--- config.mk ---
export PLATFORM = sky130hd
export DESIGN_NAME = led_frame_arbiter
export DESIGN_NICKNAME = d
export VERILOG_FILES = /design/src/rtl/led_frame_arbiter.sv
export SDC_FILE = /design/constraint.sdc
export NUM_CORES = 1
export LEC_CHECK = 0
export BUFFER_PORTS_ARGS = -buffer_cell sky130_fd_sc_hd__buf_2
export CAP_MARGIN = 20
export CELL_PAD_IN_SITES_DETAIL_PLACEMENT = 1
export CELL_PAD_IN_SITES_GLOBAL_PLACEMENT = 1
export CORE_UTILIZATION = 40
export DETAILED_ROUTE_END_ITERATION = 8
export PLACE_DENSITY = 0.89
export SLEW_MARGIN = 20
export SYNTH_ARGS = -nofsm -noshare
export SYNTH_HDL_FRONTEND = slang
export SYNTH_SLANG_ARGS = --single-unit
--- constraint.sdc ---
create_clock -name clk -period 4.2 [get_ports clk]
set_input_delay 0.63 -clock clk [delete_from_list [all_inputs] [get_ports clk]]
set_output_delay 0.63 -clock clk [all_outputs]
set_load 0.01 [all_outputs]
--- src/rtl/led_frame_arbiter.sv ---
// led_frame_arbiter: shares an 8x8 LED matrix driver between two frame
// producers, committing a single pending frame only at scan-frame boundaries.
// Ports:
//   clk, reset (async, active-low)
//   req0_valid/req0_frame/req0_ready : producer 0 handshake (64-bit frame)
//   req1_valid/req1_frame/req1_ready : producer 1 handshake (64-bit frame)
//   frame_out  : displayed frame, bit 8*r+c = row r, column c
//   row_idx    : row being scanned; frame_sync pulses on last cycle of row 7
//   owner      : requester whose frame is displayed
//   pend_full  : pending buffer occupied
// Optional: define LED_FRAME_BLINK_EN to add the blink input, which blanks
//   frame_out on every other scan frame while it is high.
module led_frame_arbiter #(
   parameter int unsigned ROW_DIV     = 1,
   parameter int unsigned HOLD_FRAMES = 2
) (
   input  logic        clk,
   input  logic        reset,
`ifdef LED_FRAME_BLINK_EN
   input  logic        blink,
`endif
   input  logic        req0_valid,
   input  logic [63:0] req0_frame,
   output logic        req0_ready,
   input  logic        req1_valid,
   input  logic [63:0] req1_frame,
   output logic        req1_ready,
   output logic [63:0] frame_out,
   output logic [2:0]  row_idx,
   output logic        frame_sync,
   output logic        owner,
   output logic        pend_full
);

   localparam int unsigned DW = (ROW_DIV > 1) ? $clog2(ROW_DIV) : 1;
   localparam logic [DW-1:0] DIV_MAX  = DW'(ROW_DIV - 1);
   localparam logic [3:0]    HOLD_MAX = 4'(HOLD_FRAMES);

   logic [DW-1:0] divider;
   logic [63:0]   frame_reg;
   logic [63:0]   pend_frame;
   logic          pend_src;
   logic          rr;
   logic [3:0]    hold;

   logic holding;
   logic space;
   logic commit;
   logic elig0;
   logic elig1;
   logic gnt0;
   logic gnt1;
   logic accept;

   // ---------------- scan timing ----------------
   assign frame_sync = (row_idx == 3'd7) && (divider == DIV_MAX);

   always_ff @(posedge clk or negedge reset) begin
      if (!reset) begin
         divider <= '0;
         row_idx <= 3'd0;
      end else if (divider == DIV_MAX) begin
         divider <= '0;
         row_idx <= row_idx + 3'd1;
      end else begin
         divider <= divider + DW'(1);
      end
   end

   // ---------------- eligibility / arbitration ----------------
   assign holding = (hold < HOLD_MAX);
   assign commit  = frame_sync && pend_full;
   // The buffer drains into frame_out on a commit edge, so it can be
   // refilled on that same edge.
   assign space   = !pend_full || commit;

   // reset gating keeps ready low while reset is asserted.
   assign elig0 = reset && req0_valid && space && !(holding && owner != 1'b0);
   assign elig1 = reset && req1_valid && space && !(holding && owner != 1'b1);

   always_comb begin
      gnt0 = 1'b0;
      gnt1 = 1'b0;
      if (elig0 && elig1) begin
         gnt0 = !rr;
         gnt1 = rr;
      end else begin
         gnt0 = elig0;
         gnt1 = elig1;
      end
   end

   assign req0_ready = gnt0;
   assign req1_ready = gnt1;
   assign accept     = gnt0 || gnt1;

   // ---------------- pending buffer ----------------
   always_ff @(posedge clk or negedge reset) begin
      if (!reset) begin
         pend_frame <= '0;
         pend_src   <= 1'b0;
         pend_full  <= 1'b0;
         rr         <= 1'b0;
      end else begin
         if (accept) begin
            pend_frame <= gnt1 ? req1_frame : req0_frame;
            pend_src   <= gnt1;
            pend_full  <= 1'b1;
            // pointer moves to the requester that did not win
            rr         <= gnt0;
         end else if (commit) begin
            pend_full  <= 1'b0;
         end
      end
   end

   // ---------------- displayed frame / hold ----------------
   always_ff @(posedge clk or negedge reset) begin
      if (!reset) begin
         frame_reg <= '0;
         owner     <= 1'b0;
         hold      <= 4'd0;
      end else if (commit) begin
         frame_reg <= pend_frame;
         owner     <= pend_src;
         hold      <= 4'd0;
      end else if (frame_sync && holding) begin
         hold      <= hold + 4'd1;
      end
   end

`ifdef LED_FRAME_BLINK_EN
   logic parity;

   always_ff @(posedge clk or negedge reset) begin
      if (!reset) begin
         parity <= 1'b0;
      end else if (frame_sync) begin
         parity <= !parity;
      end
   end

   // The stored frame is untouched; only the view to the driver blanks.
   assign frame_out = (blink && parity) ? 64'd0 : frame_reg;
`else
   assign frame_out = frame_reg;
`endif

endmodule

# Word-level counts from Yosys, hierarchy flattened
# Index checks and enable logic that the tools add are counted.
# Widths: inputs -> output; s select.
dict set report word_totals {
  reg_bits 140
  inputBits 132
  output_inout_bits 72
  wordCells 44
}
dict set report op_classes {
  addsub 3
  magnitude_cmp 1
  n_eq_ne 1
  mux 8
  bitwise_logic 2
  reduce_logical 20
}
# op n
set ops {}
lappend ops {{$mux 64} 1}
lappend ops {{$logic_and 1x1->1} 12}
lappend ops {{$mux 4} 2}
lappend ops {{$mux 1} 5}
lappend ops {{$add 4x1->4 const B} 1}
lappend ops {{$logic_not 1->1} 4}
lappend ops {{$lt 4x2->1 const B} 1}
lappend ops {{$reduce_bool 2->1} 2}
lappend ops {{$add 3x1->3 const B} 1}
lappend ops {{$eq 3x3->1 const B} 1}
lappend ops {{$logic_or 1x1->1} 2}
lappend ops {{$not 1->1} 2}
lappend ops {{$add 1x1->1 const B} 1}

# Logic depth before layout (Yosys ltp)
# Gate-level depths: netlist of run 1.
dict set report depth {
  ltp_word 10
  mapped_depth 9
  mapped_depth_nobuf 6
}

# Least setup slack after synthesis of run 1
# OpenSTA, ideal clock, no wires.
dict set report synth_path {
  path_kind {reg-to-output}
  from {register row_idx[0]}
  to {output port req0_ready}
  arrival_ps 1602
  required_ps 3570
  setup_slack_ps 1968
  stages_incl_launch_ff 7
  path_buffers 2
  path_cell_list {dfrtp_1 > ha_1 > ha_1 > buf_2 > nor2b_1 > a2111oi_2 > buf_2}
}
dict set report synth_between {
  elab_chain_cells 8
  elab_cells_between_ends 10
  classes_between {eq/ne (1); mux (1); reduce/logical (8)}
}
# item line
set synth_rtl {}
lappend synth_rtl {{start: declaration} 29} ;# output logic [2:0] row_idx,
lappend synth_rtl {{start signal: assignment} 64} ;# row_idx <= row_idx + 3'd1;
lappend synth_rtl {{$eq 3x3->1 (*)} 56} ;# assign frame_sync = (row_idx == 3'd7) && (divider == DIV_MAX);
lappend synth_rtl {{$logic_and 1x1->1 (*)} 56}
lappend synth_rtl {{net frame_sync} 30} ;# output logic frame_sync,
lappend synth_rtl {{$logic_and 1x1->1 (*)} 72} ;# assign commit = frame_sync && pend_full;
lappend synth_rtl {{$logic_or 1x1->1 (*)} 75} ;# assign space = !pend_full || commit;
lappend synth_rtl {{$logic_and 1x1->1 (on tied branches) (2 in series)} {78, 79}}
lappend synth_rtl {{$logic_and 1x1->1} 84} ;# if (elig0 && elig1) begin
lappend synth_rtl {{$mux 1 (*)} 84}
lappend synth_rtl {{end: declaration} 24} ;# output logic req0_ready,
# Mark *: on every way through the listed nets, which the timed path passes. The rest lies on a longest branch.

# Worst setup path after layout of run 1
dict set report layout_path {
  from {register row_idx[0]}
  to {output port req1_ready}
}
dict set report layout_between {
  elab_chain_cells 8
  elab_cells_between_ends 10
  classes_between {eq/ne (1); mux (1); reduce/logical (8)}
}
# item line
set layout_rtl {}
lappend layout_rtl {{$eq 3x3->1 (*)} 56}
lappend layout_rtl {{$logic_and 1x1->1 (*)} 56}
lappend layout_rtl {{$logic_and 1x1->1 (*)} 72}
lappend layout_rtl {{$logic_or 1x1->1 (*)} 75}
lappend layout_rtl {{$logic_and 1x1->1 (on tied branches) (2 in series)} {78, 79}}
lappend layout_rtl {{$logic_and 1x1->1} 84}
lappend layout_rtl {{$mux 1 (*)} 84}
lappend layout_rtl {{end: declaration} 27} ;# output logic req1_ready,
# Every way passes the cells marked *; elsewhere a longest branch is shown, timed or not.

==> flow_summary.yaml, run 1 <==
run_status:
  outcome: "complete, no violations"
power_and_ir_drop:
  ir_worst_vdd_mv: 0.312
  power_density_mw_per_mm2: 694
  p_leak_nw: 3.69
setup_path:
  end_kind: "output pin"
  r2r_start: "row_idx[0]"
  crit_path_max_fanout: 35
  critical_path_class: "register to output pin"
  cp-start-kind: "register"
  ff2ff_setup_slack_ps: 1390
  cp.arrival_ps: 2580
  worst_ep_required_time_ps: 3570
  startpoint: "row_idx[0]"
drt:
  first_pass_iters: 4
  vias_per_cell: 5.07
  drtAntennaViolNets: 0
  drc: 0
  drt_wl_total_mm: 15.0
  initialDrtViolationCount: 286
  wl_per_cell_microns: 16.6
  routed-via-count: 4603
worst_hold_path:
  hold_start: "req0_frame[57]"
  min_path_type: "input port to register"
clock_tree:
  clk_latency_ps: 420
  cts_buffers: 17
  cts_tree: "built"
  cts_sinks: 139
  clk_pin_slew_ps: 60
  root_buffer: "clkbuf_16"
  htreeDepth: 4
  cts_buffer_depth: 2
  cts_setup_buffers: 0
grt:
  grt_pass1_wl_mm: 25.0
  grt_start_max_net_pins: 131
  grt_util_met2_pct: 39.5
  top_usage_layer: "met2"
  globalRouteMet1Util_pct: 26.9
  grt_pass1_vias: 5117
  overflow: 0
  track_usage_pct: 22.8
  use_met3_pct: 5.70
  antenna_found_initial: 0
sta:
  final_max_slew_viol_count: 0
  hold_slack_ps: 443
  min_period_ps: 3210
  fmax_mhz: 312
  final-setup-viol-count: 0
  grt_setup_unrepaired: "no"
  skew_ps: 6.48
  hold_violations: 0
  min_period_over_period_pct: 76.4
  worstMarginPinSlew_ps: 839
  max_slew_margin_pct: 44.1
  timing.setup.tns_ps: 0
layout:
  num-nets-final: 855
  final_cell_mix: "buf_2 (202), dfrtp_1 (139), o21ai_0 (90)"
  fin_area_sq_mm: 0.00720
  final_layout_size_suffix_gt1_share_pct: 33.2
  areaGrowthSynthToFinish_pct: 30.0
  num_antenna_cells: 0
  layout_commonest_cell: "buf_2"
  fin_cells: 907
placed_design:
  globalplace.congestion: 0.713
  port-buffer-count: 203
  placed_cells: 876
  dpl.hpwl_mm: 10.4
  placed_area_sq_mm: 0.00663
floorplan:
  rows: 42
  die-area_sq_mm: 0.0143
  boundaryPins: 204
  die_w_microns: 120
  die_h_microns: 120
  core_area_sq_mm: 0.0134
  initial_core_util_pct: 41.3
logic_synthesis:
  synthSimpleGateAreaFrac_pct: 5.71
  synth_cell_types: 27
  synthesis.nets: 662
  yosysWarnings: 0
  synth-seq-cells: 139
  muxShareOfSynthArea_pct: 0.203
  synth_compound_area_share_pct: 22.0
  synth_top_family_by_area: "compound AO/OA/AOI/OAI gates"
  synth.yosys.seq_area_share_pct: 62.8
  synth_area_sq_mm: 0.00554
  yosys.area_share.adder_pct: 0.678
  postSynthAreaPerCell_sq_um: 10.5
  synth_xor_area_share_pct: 0.158
  syn_inst: 527
job:
  cap_violations: 0
## logic make-up (layout without fill, tap and decap cells)
logic type | after synthesis | in the layout
buf+inv | 101 | 305
flops | 139 | 139
mux | 1 | 1
xor+xnor | 1 | 1
compound gates | 204 | 204
fa+ha+maj | 3 | 3
simple gates | 78 | 78
## through the flow
stage | setup WS [ps] | power (mW) | util [%]
2_1_floorplan | 1970 | 2.95 | -
6_report | 992 | 5.00 | 53.8
3_3_place_gp | 1450 | 3.45 | 49.4
3_5_place_dp | 1360 | 3.60 | 49.4
4_1_cts | 1010 | 5.06 | 53.7
5_1_grt | 814 | 5.34 | 53.8
## final timing paths
check                                  to  cells after the start
setup / recovery               req1_ready                      5
hold / removal             pend_frame[57]                      3
setup reg to reg           pend_frame[15]                      7
hold reg to reg                row_idx[0]                      1
max in group asynchronous   frame_out[53]                      4
min in group asynchronous    frame_out[5]                      2
## critical path: stages (launching register included)
cell and delay, ps:
dfrtp_1 370, ha_1 160, ha_1 420, nand2b_1 220, o2111a_2 720, buf_2 260
## per-layer routing
metal  share of wire (%)  up-vias
li1                    -     2176
met1                  41     2264
met2                  52      142
met3                 5.0       21
met4                 1.7        0
met5                   0        -
## state kept, by name, indices dropped and copies added, names as in the netlist
name	count
pend_full	1
frame_out	64
pend_frame	64
hold	4
row_idx	3
owner	1
rr	1
pend_src	1
## layout make-up
type	instances	area (sq um)
inverters	65	244
multi-input cells	287	1620
clock buffers	22	464
repair buffers	210	1080
flip-flops and latches	139	3480
fillers	1548	6200
well taps	176	220
clock inverters	8	95.1
## cells in the mapped netlist (all sizes together)
library cell,count,area (sq um)
dfrtp,139,3480
o21ai,129,646
nand2,69,259
inv,65,244
a22oi,64,480
buf,21,168
clkbuf,15,56.3
a21oi,3,15.0
ha,3,37.5
a31oi,2,12.5
and2,2,12.5
nand2b,2,12.5
nand3,2,10.0
a2111oi,1,15.0
a21o,1,7.51
mux2,1,11.3
nor2b,1,6.26
nor3,1,10.0
o2111a,1,11.3
o221a,1,11.3
o311a,1,10.0
o41a,1,11.3
or2,1,6.26
xor2,1,8.76
## power by group
group | switching, mW | internal (mW) | leakage (nW)
logic | 0.816 | 0.528 | 1.68
registers | 0.285 | 1.94 | 1.74
clock network | 0.535 | 0.893 | 0.272
total | 1.64 | 3.36 | 3.69
## timing repair
action,4_1_cts,5_1_grt
hold buffers,1,0
resized for setup,0,0
hold endpoints to repair,8,0
Power figures use the tool's default switching activity.
==> run 2: changes to the inputs <==
CORE_UTILIZATION = 37   (was 40)
PLACE_DENSITY = 0.84   (was 0.89)
clock period = 3.3 ns   (was 4.2 ns; I/O delays follow)
==> run 2 against run 1 <==
  * Clock skew increased by 5.2 ps
  * Sequential cell count did not move
  * Register-to-register slack lost 620 ps
  * Global-route usage down 2.4 points
  * Power up 30%
  * Final cell count increased by 1.2%
  * Die area up 8.0%
  * Largest cell class unchanged
  * Highest routed layer unchanged
==> flow_summary.yaml, run 2 (synthesis results as in run 1) <==
run_status:
  outcome: "complete, no violations"
placed_design:
  placed_cells: 885
  port-buffer-count: 203
  globalplace.congestion: 0.784
  placed_area_sq_mm: 0.00668
  dpl.hpwl_mm: 10.6
layout:
  fin_area_sq_mm: 0.00731
  fillCellCount: 1676
  num_antenna_cells: 0
  areaGrowthSynthToFinish_pct: 31.9
  final_layout_size_suffix_gt1_share_pct: 33.5
  seqCellArea_sq_mm: 0.00348
  num-nets-final: 856
  utilization_pct: 50.1
  layout_commonest_cell: "buf_2"
  fin_cells: 918
  final_cell_mix: "buf_2 (202), dfrtp_1 (139), o21ai_0 (90)"
  multi_input_area_sq_mm: 0.00162
floorplan:
  die_h_microns: 124
  initial_core_util_pct: 38.0
  rows: 44
  die_w_microns: 124
  core_area_sq_mm: 0.0146
  boundaryPins: 204
  die-area_sq_mm: 0.0155
power_and_ir_drop:
  intPower_mw: 4.44
  pwr-share-clk_pct: 30.0
  combPwrFrac_pct: 26.6
  seqPwrFrac_pct: 43.4
  switchingPower_mw: 2.07
  p_leak_nw: 3.75
  ir_worst_vdd_mv: 0.373
  power_mw: 6.51
  p_sw_share_pct: 31.8
  power_density_mw_per_mm2: 891
clock_tree:
  cts_tree: "built"
  clk_latency_ps: 410
  cts_buffer_depth: 2
  htreeDepth: 4
  root_buffer: "clkbuf_16"
  clk_pin_slew_ps: 60
  cts_sinks: 139
  cts_resized: 0
  cts_buffers: 17
worst_hold_path:
  hold_start: "req0_frame[52]"
  min_path_type: "input port to register"
  holdPathStages: 3
  min_to: "pend_frame[52]"
grt:
  globalRouteMet1Util_pct: 24.5
  grt_start_max_net_pins: 75
  top_usage_layer: "met2"
  grt_pass1_vias: 5045
  overflow: 0
  antenna_found_initial: 0
  track_usage_pct: 20.4
  grt_pass1_wl_mm: 25.2
  use_met3_pct: 4.85
  grt_util_met2_pct: 35.3
setup_path:
  r2r_start: "row_idx[0]"
  crit_top_cell: "ha_1"
  crit_path_max_incr_delay_ps: 690
  end_kind: "output pin"
  critical_path_class: "register to output pin"
  crit_buf_inv: 1
  cp.arrival_ps: 2460
  worstRegToRegCells: 7
  r2r_end: "pend_frame[37]"
  worst_ep_required_time_ps: 2800
  ff2ff_setup_slack_ps: 770
  crit_path_max_fanout: 35
  cp-start-kind: "register"
  slowest_stage: "o2111a_2"
  crit_path_cell_trace: "ha_1 -> ha_1 -> nand2b_1 -> o2111a_2 -> buf_2"
  crit_family: "compound AO/OA/AOI/OAI gates"
sta:
  min_period_over_period_pct: 89.6
  worstMarginPinSlew_ps: 932
  skew_ps: 11.6
  min_period_ps: 2960
  final_max_slew_viol_count: 0
  timing.setup.tns_ps: 0
  final-setup-viol-count: 0
  grt_setup_unrepaired: "no"
  hold_violations: 0
  fmax_mhz: 338
  max_slew_margin_pct: 37.9
job:
  cap_violations: 0
drt:
  initialDrtViolationCount: 284
  drtAntennaViolNets: 0
  drt_wl_total_mm: 15.0
  wl_per_cell_microns: 16.3
  routed-via-count: 4632
  drc: 0
  first_pass_iters: 4
  vias_per_cell: 5.05
run 2: cell count changes in the layout (fill, tap and decap cells not counted):
cell,delta
buf_12,+3
clkbuf_8,+3
nand2_4,+1
bufinv_16,+1
clkinvlp_4,-2
nand2_8,-1
buf_4,-2
run 2: how the worst max path moves through the flow:
stage,start,endpoint,slack (ps),cells past startpoint
after CTS,row_idx[0],req1_ready,300,5
final,row_idx[0],req1_ready,340,5
after detailed placement,row_idx[0],req1_ready,740,5
after global placement,row_idx[0],req1_ready,830,5
after global routing,row_idx[0],req1_ready,170,5
after floorplan,row_idx[0],req0_ready,1200,6
run 2: final cells by class:
| cell class | instances | share of cell area [%] |
|---|---|---|
| clock buffers | 25 | 6.92 |
| clock inverters | 7 | 1.51 |
| inverters | 65 | 3.34 |
| multi-input cells | 287 | 22.1 |
| flip-flops and latches | 139 | 47.6 |
| well taps | 184 | 3.15 |
| repair buffers | 211 | 15.4 |
run 2: per-stage QoR:
stage	hold WS [ps]	setup slack (ps)
6_report	314	342
4_1_cts	301	301
3_5_place_dp	349	736
5_1_grt	319	172
2_1_floorplan	199	1200
3_3_place_gp	344	827
run 2: power by group through the flow:
stage	Clock [mW]	Sequential, mW	Combinational (mW)
2_1_floorplan	0	2.94	0.812
3_3_place_gp	0	2.80	1.61
3_5_place_dp	0	2.85	1.75
4_1_cts	2.00	2.84	1.77
5_1_grt	2.06	2.91	1.97
6_report	1.95	2.83	1.73
run 2: layer usage:
layer | vias to the layer above | wire length (microns) | share of wire, %
li1 | 2185 | - | -
met5 | - | 0 | 0
met3 | 19 | 665 | 4.4
met2 | 147 | 7760 | 52
met4 | 0 | 240 | 1.6
met1 | 2281 | 6300 | 42
run 2: tightest hold or removal path, stage by stage:
cell and delay [ps]:
buf_2 70, a22oi_1 50, o21ai_0 70
run 2: timing repair:
action,in CTS,in global routing
setup endpoints to repair,0,0
hold buffers,1,0
endpoints found under the hold margin,15,0
buffers inserted,0,0
==> run 3: changes to the inputs <==
CELL_PAD_IN_SITES_DETAIL_PLACEMENT = 0   (was 1)
SLEW_MARGIN = not set   (was 20)
==> run 3 against run 2 <==
  * Combinational power is 3% lower
  * Register-to-register slack improved by 20 ps
  * Final cell count fell by 0.11%
  * Largest power group unchanged
==> flow_summary.yaml, run 3 (synthesis results as in run 1) <==
run_status:
  outcome: "complete, no violations"
placed_design:
  place_ws_ps: 745
  dpl.hpwl_mm: 8.91
  port-buffer-count: 203
  placed_cells: 885
  globalplace.congestion: 0.784
  placed_area_sq_mm: 0.00668
clock_tree:
  cts_buffer_depth: 2
  clk_latency_ps: 420
  cts_buffers: 17
  htreeDepth: 4
  clk_pin_slew_ps: 60
  cts_tree: "built"
  cts_sinks: 139
  root_buffer: "clkbuf_16"
setup_path:
  crit_path_max_fanout: 35
  critical_path_class: "register to output pin"
  worst_ep_required_time_ps: 2800
  cp.arrival_ps: 2480
  cp-start-kind: "register"
  end_kind: "output pin"
sta:
  final-setup-viol-count: 0
  fmax_mhz: 337
  skew_ps: 12.3
  grt_setup_unrepaired: "no"
  max_slew_margin_pct: 39.3
  hold_slack_ps: 309
  hold_violations: 0
  min_period_ps: 2970
  fin_ws_ps: 328
  worstMarginPinSlew_ps: 910
  final_max_slew_viol_count: 0
  timing.setup.tns_ps: 0
  min_period_over_period_pct: 90.0
layout:
  num_antenna_cells: 0
  layout_commonest_cell: "buf_2"
  utilization_pct: 49.8
  fillCellCount: 1319
  areaGrowthSynthToFinish_pct: 31.1
  num-nets-final: 856
  final_layout_size_suffix_gt1_share_pct: 33.4
  final_cell_mix: "buf_2 (202), dfrtp_1 (139), o21ai_0 (90)"
  fin_cells: 917
  fin_area_sq_mm: 0.00726
grt:
  grt_pass1_wl_mm: 21.8
  track_usage_pct: 17.8
  grt_pass1_vias: 4434
  overflow: 0
  antenna_found_initial: 0
  grt_start_max_net_pins: 75
power_and_ir_drop:
  power_mw: 6.29
  p_leak_nw: 3.73
  ir_worst_vdd_mv: 0.429
  power_density_mw_per_mm2: 867
drt:
  drc: 0
  initialDrtViolationCount: 216
  vias_per_cell: 4.89
  wl_per_cell_microns: 14.2
  routed-via-count: 4480
  drt_wl_total_mm: 13.0
  drtAntennaViolNets: 0
  first_pass_iters: 5
job:
  cap_violations: 0
floorplan:
  boundaryPins: 204
  die_w_microns: 124
  rows: 44
  initial_core_util_pct: 38.0
  die-area_sq_mm: 0.0155
  core_area_sq_mm: 0.0146
  die_h_microns: 124
worst_hold_path:
  min_path_type: "input port to register"
[run 3: worst paths after layout]
| kind | from | endpoint | slack [ps] | cells after the start |
|---|---|---|---|---|
| max reg2reg | row_idx[0] | pend_frame[16] | 790 | 7 |
| max | row_idx[0] | req1_ready | 330 | 5 |
| min in group asynchronous | reset | hold[2] | 500 | 2 |
| min | req0_frame[3] | pend_frame[3] | 310 | 3 |
| max in group asynchronous | reset | pend_frame[50] | 970 | 4 |
| min reg2reg | row_idx[0] | row_idx[0] | 460 | 1 |
[run 3: timing repair]
action | 4_1_cts | 5_1_grt
buffers inserted | 0 | 0
endpoints found under the hold margin | 15 | 0
hold buffers | 1 | 0
resized for setup | 0 | 0
[run 3: critical path, stage by stage, from the launching register on]
cell,delay (ps)
dfrtp_1,370
ha_1,160
ha_1,360
nand2b_1,210
o2111a_2,700
buf_2,250
[run 3: final cells by class]
cell class	count	area [sq um]	share of cell area [%]
sequential	139	3480	47.9
inverter	65	244	3.36
clock inverter	8	92.6	1.28
clock buffer	23	478	6.58
tap	184	230	3.17
timing repair buffer	211	1120	15.5
multi-input combinational	287	1620	22.2
[run 3: metal layers]
layer	up-vias	wire, microns	track usage [%]
met1	2139	5880	22.9
met2	141	6260	27.8
met5	-	0	0
met3	18	626	5.20
li1	2182	-	-
met4	0	226	7.94
[run 3: where the power goes]
part,switching [mW],total [mW],leakage [nW],internal (mW)
Combinational,0.984,1.67,1.71,0.682
Clock,0.670,1.83,0.283,1.16
Sequential,0.327,2.80,1.74,2.47
Total,1.98,6.29,3.73,4.31
